===== config.mk =====
export PLATFORM = sky130hd
export DESIGN_NAME = clock_period_meter
export DESIGN_NICKNAME = d
export VERILOG_FILES = /design/src/rtl/clock_period_meter.sv
export SDC_FILE = /design/constraint.sdc
export NUM_CORES = 1
export LEC_CHECK = 0
export ABC_AREA = 1
export BUFFER_PORTS_ARGS = -buffer_cell sky130_fd_sc_hd__buf_2
export CAP_MARGIN = 20
export CORE_UTILIZATION = 57
export CTS_CLUSTER_SIZE = 12
export DETAILED_ROUTE_END_ITERATION = 10
export GPL_TIMING_DRIVEN = 0
export PLACE_DENSITY_LB_ADDON = 0.12
export SKIP_LAST_GASP = 1
export SYNTH_ARGS = -nofsm -noshare
export SYNTH_HDL_FRONTEND = slang
export SYNTH_SLANG_ARGS = --single-unit

===== constraint.sdc =====
create_clock -name clk -period 1.6 [get_ports clk]
set_input_delay 0.08 -clock clk [delete_from_list [all_inputs] [get_ports clk]]
set_output_delay 0.08 -clock clk [all_outputs]
set_load 0.1 [all_outputs]

===== src/rtl/clock_period_meter.sv =====
// Measures period and high time of an asynchronous clock-like input in clk cycles.
// Results update on each rising edge of the synchronised input; saturated intervals are discarded.
module clock_period_meter #(
    parameter int BITS = 8
) (
    input  logic            clk,
    input  logic            rst_n,
    input  logic            en,
    input  logic            sig_in,
    output logic [BITS-1:0] period,
    output logic [BITS-1:0] high_time,
    output logic            valid,
    output logic            overflow,
    output logic            locked
);

    typedef enum logic {IDLE, MEASURE} state_e;

    localparam logic [BITS-1:0] CNT_MAX = '1;

    state_e          state_q;
    logic [BITS-1:0] cnt_q, period_q, high_q, hicap_q;
    logic            valid_q, ovf_q, locked_q, sat_q;
    logic            s1_q, s2_q, d_q;
    logic            rise, fall;

    assign rise = s2_q & ~d_q;
    assign fall = ~s2_q & d_q;

    always_ff @(posedge clk or negedge rst_n) begin
        if (!rst_n) begin
            state_q  <= IDLE;
            cnt_q    <= '0;
            period_q <= '0;
            high_q   <= '0;
            hicap_q  <= '0;
            valid_q  <= 1'b0;
            ovf_q    <= 1'b0;
            locked_q <= 1'b0;
            sat_q    <= 1'b0;
            s1_q     <= 1'b0;
            s2_q     <= 1'b0;
            d_q      <= 1'b0;
        end else begin
            s1_q    <= sig_in;
            s2_q    <= s1_q;
            d_q     <= s2_q;
            valid_q <= 1'b0;
            if (!en) begin
                // Disable abandons the interval in flight; last results stay visible.
                state_q  <= IDLE;
                cnt_q    <= '0;
                sat_q    <= 1'b0;
                locked_q <= 1'b0;
            end else begin
                case (state_q)
                    IDLE: begin
                        if (rise) begin
                            state_q <= MEASURE;
                            cnt_q   <= BITS'(1);
                        end
                    end
                    MEASURE: begin
                        if (fall)
                            hicap_q <= cnt_q;
                        if (rise) begin
                            cnt_q <= BITS'(1);
                            sat_q <= 1'b0;
                            if (!sat_q) begin
                                period_q <= cnt_q;
                                high_q   <= hicap_q;
                                valid_q  <= 1'b1;
                                ovf_q    <= 1'b0;
                                locked_q <= (cnt_q == period_q) && (hicap_q == high_q);
                            end else begin
                                locked_q <= 1'b0;
                            end
                        end else if (cnt_q == CNT_MAX) begin
                            // A rise landing exactly on CNT_MAX is still a good measurement,
                            // so saturation is only flagged once the count would go past it.
                            sat_q <= 1'b1;
                            ovf_q <= 1'b1;
                        end else begin
                            cnt_q <= cnt_q + 1'b1;
                        end
                    end
                    default: state_q <= IDLE;
                endcase
            end
        end
    end

    assign period    = period_q;
    assign high_time = high_q;
    assign valid     = valid_q;
    assign overflow  = ovf_q;
    assign locked    = locked_q;

endmodule

-- After elaboration in Yosys (flattened, before gate mapping)
Cells that the tools add are included.
- output and inout bits: 19
- bits of input ports: 4
- logic and storage cells: 58
- register bits after elaboration: 40
- add/subtract/negate cells: 1
- reductions and logical operators: 8
- bitwise logic cells: 6
- equality and inequality tests: 9
- muxes and demuxes: 22
- operator list (kind ; number):
    2-to-1 mux 8 bit ; 4
    2-to-1 mux 1 bit ; 17
    equality test 8 bit ; 2
    one-hot mux 8 bit (2 select lines) ; 1
    adder 8 x 1 -> 8 bit, second input constant ; 1
    equality test 8 bit, second input constant ; 1
    AND reduction 4 bit ; 2
    AND reduction 2 bit ; 3
    != test 2 x 1 -> 1 bit, second input constant ; 2
    != test 4 bit, second input constant ; 1
    inverter 1 bit ; 4
    != test 3 x 1 -> 1 bit, second input constant ; 1
    != test 3 bit, second input constant ; 1
    AND reduction 3 bit ; 1
    AND 1 bit ; 2
    != test 2 bit, second input constant ; 1
    nonzero test 2 bit ; 1
    logical AND 1 bit ; 1

-- Logic depth before layout (Yosys ltp)
Gate-level depths: netlist (run 1).
- word-level depth: 6
- mapped depth: 10
- mapped depth without buffers: 10

-- Least setup slack after synthesis (run 1)
Ideal clock, no wire load.
- path type: register -> register
- start: register period_q[7], in the netlist period[7]
- end: register locked_q, in the netlist locked
- buffers on the path: 0
- data arrival time: 1.494 ns
- stages on the path, launching flop included: 9
- period minus slack after synthesis: 1.562 ns
- data required time: 1.532 ns
- setup time: 0.068 ns
- path slack: 0.038 ns
- path through: dfrtp_1 > inv_1 > nand2_1 > nand2_1 > nor2_1 > nand2_1 > nor2_1 > nand3_1 > nand2_1
- cells in the longest elaborated chain, start to end: 6
- RTL lines (what ; RTL line ; source):
    start: declaration ; 22 ; logic [BITS-1:0] cnt_q, period_q, high_q, hicap_q;
    start signal: assignment ; 70 ; period_q <= cnt_q;
    equality test 8 bit ; 74 ; locked_q <= (cnt_q == period_q) && (hicap_q == high_q);
    logical AND 1 bit ; 74 ;
    2-to-1 mux 1 bit ; 69 ; if (!sat_q) begin
    2-to-1 mux 1 bit ; 66 ; if (rise) begin
    2-to-1 mux 1 bit ; 56 ; case (state_q)
    2-to-1 mux 1 bit ; 49 ; if (!en) begin
    end signal: assignment ; 74 ;
    end: declaration ; 23 ; logic valid_q, ovf_q, locked_q, sat_q;
Every way passes these cells. The select of a mux whose other input is x is not followed.
A chain may end at the register's enable or synchronous reset.

-- Worst setup path in the final report (run 1)
- start: register cnt_q[0]
- end: register cnt_q[6]
- cells in the longest elaborated chain, start to end: 5
- elaborated cells on any way between the ends: 8
- classes of those cells: add/sub: 1; eq/ne: 2; mux: 4; reduce/logical: 1
- RTL lines (what ; RTL line ; source):
    start: declaration ; 22 ;
    start signal: assignment ; 84 ; cnt_q <= cnt_q + 1'b1;
    adder 8 x 1 -> 8 bit ; 84 ;
    2-to-1 mux 8 bit ; 78 ; end else if (cnt_q == CNT_MAX) begin
    2-to-1 mux 8 bit ; 66 ;
    one-hot mux 8 bit (2 select lines) ; 56 ;
    2-to-1 mux 8 bit ; 49 ;
Several ways; a longest one is shown, not always the timed one. The select of a mux whose other input is x is not followed.

==> results of run 1 <==
==> cells in the final DEF, fill, tap and decap left out, types with 2 or more instances in the layout <==
cell and count:
nand2_1 95, dfrtp_1 39, inv_1 32, buf_2 24
nor2_1 20, o21ai_0 19, o21ai_2 8, nand3_1 8
clkbuf_4 5, nand2_2 4, a21oi_1 4, buf_4 4
buf_6 3, inv_2 2, o21ai_1 2, xnor2_1 2
clkbuf_1 2, dlygate4sd3_1 2
==> synthesized netlist by cell type <==
library cell	instances
o21bai_1	1
o21ai_0	19
a21oi_2	1
buf_6	3
o21ai_2	8
dfrtp_1	40
buf_2	2
a21oi_1	4
nand2_1	95
nor3_4	1
inv_1	32
nand4_1	1
xnor2_1	2
nand3_1	9
o21ai_1	2
xor2_1	1
nand2_2	4
ha_1	1
or3_1	1
inv_2	2
nand2_4	1
nor2_1	20
==> worst reg2reg max path, delay by kind of cell (launching register included) <==
kind	cells	cell delay (ns)
adders and majority gates	1	0.22
buffers and inverters	2	0.12
DFF	1	0.43
and+or+nand+nor	7	0.65
==> metrics by stage <==
| stage | std cells | TNS, ns |
|---|---|---|
| global route | 330 | -0.0398 |
| detailed placement | 316 | 0 |
| global placement | 316 | 0 |
| finish | 330 | 0 |
| floorplan | 250 | 0 |
| CTS | 326 | 0 |
==> cells by family (layout without fill, tap and decap cells) <==
kind of cell               count (synthesis)  after routing  share of synthesized area [%]
AOI/OAI and AO/OA                         35             35                           10.8
xor gates and xnor gates                   3              3                           1.34
adders and majority gates                  1              1                          0.637
buffers and inverters                     39             75                           8.73
DFF                                       40             40                           51.0
and+or+nand+nor                          132            132                           27.6
==> how the worst max path moves through the flow <==
stage / depth (start not counted) / slack, ns / start / to
after CTS: 9 / 0.02 / cnt_q[0]$_DFFE_PN0P_ / cnt_q[5]$_DFFE_PN0P_
after floorplan: 8 / 0.04 / period[7]$_DFFE_PN0P_ / locked$_DFFE_PN0P_
after detailed placement: 10 / 0.01 / cnt_q[0]$_DFFE_PN0P_ / cnt_q[6]$_DFFE_PN0P_
after global routing: 10 / -0.03 / cnt_q[0]$_DFFE_PN0P_ / cnt_q[6]$_DFFE_PN0P_
after global placement: 10 / 0.03 / cnt_q[0]$_DFFE_PN0P_ / cnt_q[6]$_DFFE_PN0P_
final: 10 / 0.11 / cnt_q[0]$_DFFE_PN0P_ / cnt_q[6]$_DFFE_PN0P_
==> cell type report <==
class	instances	area (um2)	area share [%]
Buffer	5	43.8	1.95
Clock buffer	8	58.8	2.62
Inverter	34	128	5.68
Multi-Input combinational cell	171	800	35.6
Sequential cell	40	1000	44.6
Tap cell	44	55.1	2.45
Timing Repair Buffer	28	160	7.13
==> registers in the layout (all words and copies together) (netlist names) <==
signal     cells
period         8
s2_q           1
s1_q           1
locked         1
cnt_q          8
state_q        1
high_time      8
valid          1
overflow       1
sat_q          1
hicap_q        8
d_q            1
==> power breakdown <==
group | total (mW) | switching (mW) | internal [mW]
sequential | 1.18 | 0.0751 | 1.11
clock | 0.536 | 0.319 | 0.217
combinational | 0.980 | 0.800 | 0.180
total | 2.70 | 1.19 | 1.50
==> per-layer routing <==
metal / part of all wire (%) / vias up
li1: - / 841
met1: 49 / 730
met2: 46 / 39
met3: 4.2 / 3
met4: 1.1 / 0
met5: 0 / -
==> what timing repair did <==
| action | 4_1_cts | 5_1_grt |
|---|---|---|
| endpoints found under the setup margin | 2 | 11 |
| pin swaps | 0 | 1 |
| hold buffers | 2 | 0 |
| setup buffers | 0 | 4 |
| resized for setup | 1 | 2 |
| hold endpoints to repair | 41 | 0 |
==> qor.csv, run 1 <==
metric,value,unit
die_w,60.7,um
rsz0062_at_grt,yes,
r2r_end,cnt_q[6]$_DFFE_PN0P_,
wl_per_cell,11.9,um
ys_seq_elements,40,
grt_use_met2,35.9,%
place.gp.congestion,0.879,
total_power,2.70,mW
grt_max_degree,41,
cts_buffer_depth,2,
portBuffers,22,
final_nets,290,
cts-root-buf,clkbuf_4,
yosysSeqAreaShare,51.0,%
via_per_inst,4.89,
end_kind,register,
leakage,1.18,nW
finalCritPeriodShare,93.0,%
start_util,62.3,%
clock.fmax,0.672,GHz
via_count,1613,
max-cap-violations,0,
yosys.area.top_type_share,51.0,%
cpMostUsedCell,nand2_1,
antenna_found_initial,0,
die_y,60.7,um
io_pins,23,
synth_cells,250,
path_buf_inv,2,
yosysUniqueCellTypes,22,
synth_nets,255,
cts_tree,done,
hold_path_depth,3,
grt_usage,24.6,%
first_global_vias,1415,
final_cell_area,0.00225,mm2
top_usage_layer,met2,
dieArea,0.00369,mm2
holdPathEnd,cnt_q[0]$_DFFE_PN0P_,
use_met3,4.69,%
numCtsBuffers,5,
grt_pass1_wl,6420,um
drt-total-wl,3940,um
ant_nets,0,
crit_chain,ha_2 > nand3_2 > inv_2 > nand2_1 > nand2_2 > nand2_2 > nand2_1 > nand2_1 > nand2_1 > inv_1,
worst_r2r_path_depth,10,
cp_max_fo,6,
place_area,0.00213,mm2
min_period,1.49,ns
holdCritPathClass,primary input to register,
cp.required,1.86,ns
synth.avg_cell_area,7.86,um2
relSlewSlack,43.5,%
peakVddDrop,0.702,mV
clock_latency,0.35,ns
powerDensity,1200,mW/mm2
synth_area,0.00196,mm2
outcome,finished clean,
first_iter_violations,80,
utilization,71.3,%
drive_above_1_share,19.9,%
holdCritStartpoint,en,
skew,0.00406,ns
cp.arrival,1.75,ns
crit_slowest_cell,dfrtp_2,
clk_pin_slew,0.11,ns
cp_top_family,simple AND/OR/NAND/NOR gates,
dp_slack,0.00951,ns
syn_to_final_growth,14.4,%
synth_area_leader_cell,dfrtp_1,
r2r_start,cnt_q[0]$_DFFE_PN0P_,
design.core.area,0.00315,mm2
layout_setup_ws,0.111,ns
reg2reg_slack,0.11,ns
drv_slew,0,
cts.sinks,40,
synth_area_leaders,"dfrtp_1, nand2_1, inv_1, o21ai_0, nor2_1",
setup_violations,0,
insertedDiodeCount,0,
h-tree-depth,2,
grt_use_met1,34.4,%
gr-total-overflow,0,
critical_path_class,register to register,
nFillCells,268,
std_cell_rows,20,
worstMarginPinSlew,0.847,ns
cp_slowest_stage_delay,0.43,ns
route.detailed.drc,0,
hold_viol,0,
drtPass1Iterations,4,
holdWs,0.0410,ns
start_kind,register,
post-dp-hpwl,2820,um
yosys_warnings,0,
Note: power is estimated with default switching activity, not from simulation.
==> run 2, diff against run 1 <==
--- a/config.mk
+++ b/config.mk
@@ -11,7 +11,6 @@
 export CORE_UTILIZATION = 57
 export CTS_CLUSTER_SIZE = 12
 export DETAILED_ROUTE_END_ITERATION = 10
-export GPL_TIMING_DRIVEN = 0
 export PLACE_DENSITY_LB_ADDON = 0.12
 export SKIP_LAST_GASP = 1
 export SYNTH_ARGS = -nofsm -noshare
==> qor.csv, run 2 (same netlist as run 1, synthesis figures left out) <==
metric,value,unit,change
finalSetupTns,0,ns,unchanged
crit_slowest_cell,dfrtp_1,,
cpMostUsedCell,nand2_1,,
r2r_start,cnt_q[1]$_DFFE_PN0P_,,
holdCritPathClass,primary input to register,,
drt-total-wl,3900,um,-0.99%
antenna_found_initial,0,,unchanged
insertedDiodeCount,0,,unchanged
start_util,62.3,%,unchanged
peakVddDrop,0.728,mV,+3.8%
leakage,1.17,nW,-0.69%
route.detailed.drc,0,,unchanged
finalNonFillerCells,329,,-0.30%
powerDensity,1200,mW/mm2,+0.34%
drive_above_1_share,19.3,%,-0.63 points
design.core.area,0.00315,mm2,unchanged
cp.arrival,1.73,ns,-0.02 ns
first_global_vias,1415,,unchanged
via_count,1664,,+3.2%
first_iter_violations,85,,+6.3%
critical_path_class,register to register,,
hold_viol,0,,unchanged
cp_top_family,simple AND/OR/NAND/NOR gates,,
end_kind,register,,
start_kind,register,,
cp.required,1.85,ns,about the same
dieArea,0.00369,mm2,unchanged
cts_buffer_depth,2,,unchanged
crit_path_start,cnt_q[1]$_DFFE_PN0P_,,
grt_usage,23.8,%,-0.80 points
final_common_cell,nand2_1,,
via_per_inst,5.06,,+3.5%
outcome,finished clean,,
place.gp.congestion,0.880,,+0.10%
min_period,1.48,ns,-0.00473 ns
clock_latency,0.34,ns,about the same
syn_to_final_growth,14.1,%,
crit_chain,ha_4 > nand3_2 > inv_2 > nand2_1 > nand2_2 > nand2_2 > nand2_1 > nand2_1 > nand2_1 > inv_1,,
wl_per_cell,11.8,um,-0.69%
die_w,60.7,um,unchanged
holdWs,0.0456,ns,+0.00461 ns
h-tree-depth,2,,unchanged
cp_slowest_stage_delay,0.46,ns,+0.03 ns
final_nets,289,,-0.34%
rsz0062_at_grt,no,,
std_cell_rows,20,,unchanged
clk_pin_slew,0.11,ns,about the same
drtPass1Iterations,4,,unchanged
gr-total-overflow,0,,unchanged
portBuffers,22,,unchanged
setup_violations,0,,unchanged
utilization,71.1,%,-0.16 points
numCtsBuffers,5,,unchanged
io_pins,23,,unchanged
relSlewSlack,66.3,%,+23 points
grt_max_degree,41,,unchanged
most-common-layout-cells,"nand2_1, dfrtp_1, inv_1",,
finalCritPeriodShare,92.7,%,-0.30 points
grt_pass1_wl,6280,um,-2.2%
die_y,60.7,um,unchanged
holdCritStartpoint,en,,
cts_tree,done,,
max-cap-violations,0,,unchanged
worstMarginPinSlew,0.505,ns,-0.342 ns
cts-root-buf,clkbuf_4,,
cts.sinks,40,,unchanged
skew,0.0109,ns,+0.00681 ns
path_buf_inv,2,,unchanged
ant_nets,0,,unchanged
cp_max_fo,6,,unchanged
clock.fmax,0.674,GHz,+0.32%
nFillCells,271,,+1.1%
dp.cells,317,,+0.32%
post-dp-hpwl,2870,um,+1.8%
drv_slew,0,,unchanged
-- run 2: cell types whose count changed in the layout (fill, tap and decap cells not counted), sizes merged --
cell,previous run,this run
buf,31,30
-- run 2: layer usage --
layer  share of wire [%]  track usage, %
met3                 3.6            5.97
met1                  49            32.6
met4                 1.2            8.44
met5                   0               0
met2                  46            36.9
-- run 2: power by group --
group          internal, mW  total [mW]  switching, mW
clock                 0.217       0.533          0.316
sequential             1.11        1.18         0.0787
combinational         0.182       0.983          0.801
total                  1.51        2.70           1.20
-- run 2: final cells by class --
| type | instances | area (um2) | area share, % |
|---|---|---|---|
| tap | 44 | 55.1 | 2.46 |
| inverter | 34 | 128 | 5.69 |
| timing repair buffer | 32 | 190 | 8.48 |
| sequential | 40 | 1000 | 44.6 |
| multi-input combinational | 171 | 810 | 36.1 |
| clock buffer | 8 | 58.8 | 2.62 |
-- run 2: tightest hold or removal path: stages --
cell and delay, ns:
buf_2 0.13, nand3_1 0.08, o21ai_1 0.06
-- run 2: path summary, 6_finish.rpt --
check	endpoint	slack, ns	depth (start not counted)
setup / recovery	cnt_q[6]$_DFFE_PN0P_	0.12	10
hold / removal	cnt_q[0]$_DFFE_PN0P_	0.05	3
setup reg to reg	cnt_q[6]$_DFFE_PN0P_	0.12	10
hold reg to reg	s2_q$_DFF_PN0_	0.36	0
max in group asynchronous	period[7]$_DFFE_PN0P_	0.92	3
min in group asynchronous	hicap_q[1]$_DFFE_PN0P_	0.32	3
-- run 2: timing repair --
item / 4_1_cts / 5_1_grt
resized for setup: 0 / 3
hold buffers: 2 / 0
endpoints found under the setup margin: 0 / 5
endpoints found under the hold margin: 41 / 0
setup buffers: 0 / 2
-- run 2: stage by stage --
| step | power, mW | cell area (um2) | setup slack (ns) |
|---|---|---|---|
| global placement | 2.17 | 2130 | 0.164 |
| global route | 2.83 | 2240 | 0.00587 |
| CTS | 2.70 | 2210 | 0.0743 |
| finish | 2.70 | 2240 | 0.116 |
| detailed placement | 2.18 | 2130 | 0.0897 |
| floorplan | 1.99 | 1960 | 0.0385 |
==> run 3, diff against run 2 <==
--- a/config.mk
+++ b/config.mk
@@ -5,10 +5,9 @@
 export SDC_FILE = /design/constraint.sdc
 export NUM_CORES = 1
 export LEC_CHECK = 0
-export ABC_AREA = 1
 export BUFFER_PORTS_ARGS = -buffer_cell sky130_fd_sc_hd__buf_2
 export CAP_MARGIN = 20
-export CORE_UTILIZATION = 57
+export CORE_UTILIZATION = 56
 export CTS_CLUSTER_SIZE = 12
 export DETAILED_ROUTE_END_ITERATION = 10
 export PLACE_DENSITY_LB_ADDON = 0.12
==> qor.csv, run 3 <==
metric,value,unit,change
io_pins,23,,unchanged
drive_above_1_share,37.9,%,+19 points
start_kind,register,,
yosys_warnings,0,,unchanged
via_per_inst,5.41,,+6.9%
most-common-layout-cells,"dfrtp_1, buf_2, mux2_2",,
holdCritPathClass,primary input to register,,
cp.arrival,1.79,ns,+0.06 ns
peakVddDrop,0.578,mV,-21%
yosys-mux-area-fraction,16.0,%,+16 points
synth-compound-area-share,4.83,%,-5.9 points
seqCellArea,0.00101,mm2,+1.2%
layout_setup_ws,0.0862,ns,-0.0298 ns
leakage,1.03,nW,-12%
first_iter_violations,29,,-66%
cts_buffer_depth,2,,unchanged
holdCritStartpoint,en,,
dieArea,0.00347,mm2,-5.8%
utilization,68.8,%,-2.3 points
reg2reg_slack,0.09,ns,-0.03 ns
std_cell_rows,20,,unchanged
design.core.area,0.00305,mm2,-3.2%
via_count,1179,,-29%
finalCritPeriodShare,94.6,%,+1.9 points
async_flop_share,100,%,unchanged
worstMarginPinSlew,0.487,ns,-0.0179 ns
synth_area_leader_cell,dfrtp_1,,
gr-total-overflow,0,,unchanged
cts-root-buf,clkbuf_4,,
synth_top_family_by_area,multiplexers,,
crit_path_start,cnt_q[0]$_DFFE_PN0P_,,
synth_top_cells_by_count,"dfrtp_1, mux2_2, xnor2_1",,
synth.avg_cell_area,12.7,um2,+61%
drtPass1Iterations,4,,unchanged
r2r_start,cnt_q[0]$_DFFE_PN0P_,,
cts_tree,done,,
synth_cells,143,,-43%
synthSimpleGateAreaFrac,11.6,%,-16 points
place_area,0.00200,mm2,-5.9%
route.detailed.drc,0,,unchanged
holdPathEnd,state_q$_DFF_PN0_,,
h-tree-depth,2,,unchanged
relSlewSlack,67.8,%,+1.4 points
min_period,1.51,ns,+0.0298 ns
cp.required,1.88,ns,+0.03 ns
die_y,58.9,um,-2.9%
skew,0.00543,ns,-0.00544 ns
clock.fmax,0.661,GHz,-2.0%
yosysUniqueCellTypes,34,,+55%
antenna_found_initial,0,,unchanged
yosysMostFrequentCell,dfrtp_1,,
finalSetupTns,0,ns,unchanged
insertedDiodeCount,0,,unchanged
cts.sinks,40,,unchanged
grt_max_degree,22,,-46%
worst_r2r_path_depth,5,,-5
first_global_vias,1180,,-17%
syn_to_final_growth,15.7,%,
powerDensity,904,mW/mm2,-25%
die_w,58.9,um,-2.9%
clk_pin_slew,0.11,ns,about the same
portBuffers,22,,unchanged
yosysSeqAreaShare,55.2,%,+4.2 points
hold_viol,0,,unchanged
synth_area_leaders,"dfrtp_1, mux2_2, xnor2_1, mux2_1, xor2_1",,
hold_path_depth,2,,-1
cp_max_fo,5,,-1
synth_nets,148,,-42%
max-cap-violations,0,,unchanged
grt_usage,23.0,%,-0.78 points
setup_violations,0,,unchanged
yosys.area_share.adder,0.690,%,+0.053 points
ant_nets,0,,unchanged
critical_path_class,register to register,,
numCtsBuffers,5,,unchanged
rsz0062_at_grt,no,,
synth_xor_area_share,8.69,%,+7.4 points
outcome,finished clean,,
synth_edf_count,0,,unchanged
wl_per_cell,15.1,um,+27%
final_common_cell,dfrtp_1,,
r2r_end,cnt_q[7]$_DFFE_PN0P_,,
ys_seq_elements,40,,unchanged
end_kind,register,,
clock_latency,0.35,ns,about the same
synth_area,0.00181,mm2,-7.6%
start_util,59.4,%,-2.9 points
grt_pass1_wl,5640,um,-10%
final_cell_area,0.00210,mm2,-6.4%
post-dp-hpwl,2370,um,-18%
final_nets,178,,-38%
drv_slew,0,,unchanged
multiInputGateArea,766,um2,-5.4%
place.gp.congestion,0.822,,-6.6%
yosys.area.top_type_share,55.2,%,+4.2 points
synthFlopType,dfrtp_1,,
nFillCells,251,,-7.4%
drt-total-wl,3280,um,-16%
dp_slack,0.0472,ns,-0.0425 ns
[run 3: changes by cell type in the layout (fill, tap and decap cells not counted), sizes merged, moves of 4 or more]
cell / before / now
inv: 34 / 1
mux2: 0 / 24
nand2: 100 / 5
nand3: 9 / 3
nand4: 1 / 5
nor2: 20 / 4
o21ai: 29 / 5
xnor2: 2 / 13
xor2: 1 / 5
[run 3: metal layers]
layer,global-route usage [%],wire [um],vias up
met1,29.6,1490,579
met3,7.25,129,9
met4,9.86,55,0
met2,35.9,1600,29
met5,0,0,-
li1,-,-,562
[run 3: kinds of logic (layout without fill, tap and decap cells)]
family / after synthesis / in the layout
adders and majority gates: 1 / 1
AOI/OAI and AO/OA: 14 / 14
and+or+nand+nor: 34 / 34
muxes: 26 / 26
xor gates and xnor gates: 18 / 18
buffers and inverters: 10 / 41
DFF: 40 / 40
[run 3: worst max-delay path by stage]
| stage | end | slack, ns |
|---|---|---|
| finish | cnt_q[7]$_DFFE_PN0P_ | 0.09 |
| global route | cnt_q[7]$_DFFE_PN0P_ | 0.005 |
| CTS | cnt_q[7]$_DFFE_PN0P_ | 0.03 |
| detailed placement | cnt_q[7]$_DFFE_PN0P_ | 0.05 |
| global placement | cnt_q[5]$_DFFE_PN0P_ | 0.16 |
| floorplan | locked$_DFFE_PN0P_ | 0.007 |
[run 3: power breakdown]
group / switching (mW) / internal, mW
Clock: 0.312 / 0.217
Combinational: 0.216 / 0.0810
Sequential: 0.0278 / 1.04
Total: 0.556 / 1.34
[run 3: cell type report]
class | instances | area share, %
Inverter | 1 | 0.179
Multi-Input combinational cell | 93 | 36.5
Clock buffer | 8 | 2.80
Tap cell | 44 | 2.62
Sequential cell | 40 | 48.3
Timing Repair Buffer | 32 | 9.65
[run 3: stage by stage]
step | hold slack (ns) | power (mW) | instances
after global routing | 0.0108 | 1.99 | 218
after global placement | 0.0467 | 1.38 | 207
after floorplan | -0.216 | 1.31 | 143
after detailed placement | 0.0570 | 1.39 | 207
after CTS | 0.00282 | 1.91 | 217
final | 0.00911 | 1.90 | 218
[run 3: timing repair]
action / CTS / global route
hold endpoints to repair: 20 / 0
setup buffers: 0 / 1
hold buffers: 2 / 0
gates resized for setup: 0 / 3
setup endpoints to repair: 0 / 6
[run 3: worst max-delay path, stage by stage, from the launching register on]
cell	delay [ns]
dfrtp_1	0.40
ha_1	0.23
nand4_1	0.17
o21ai_2	0.13
or3_1	0.36
a21oi_1	0.16
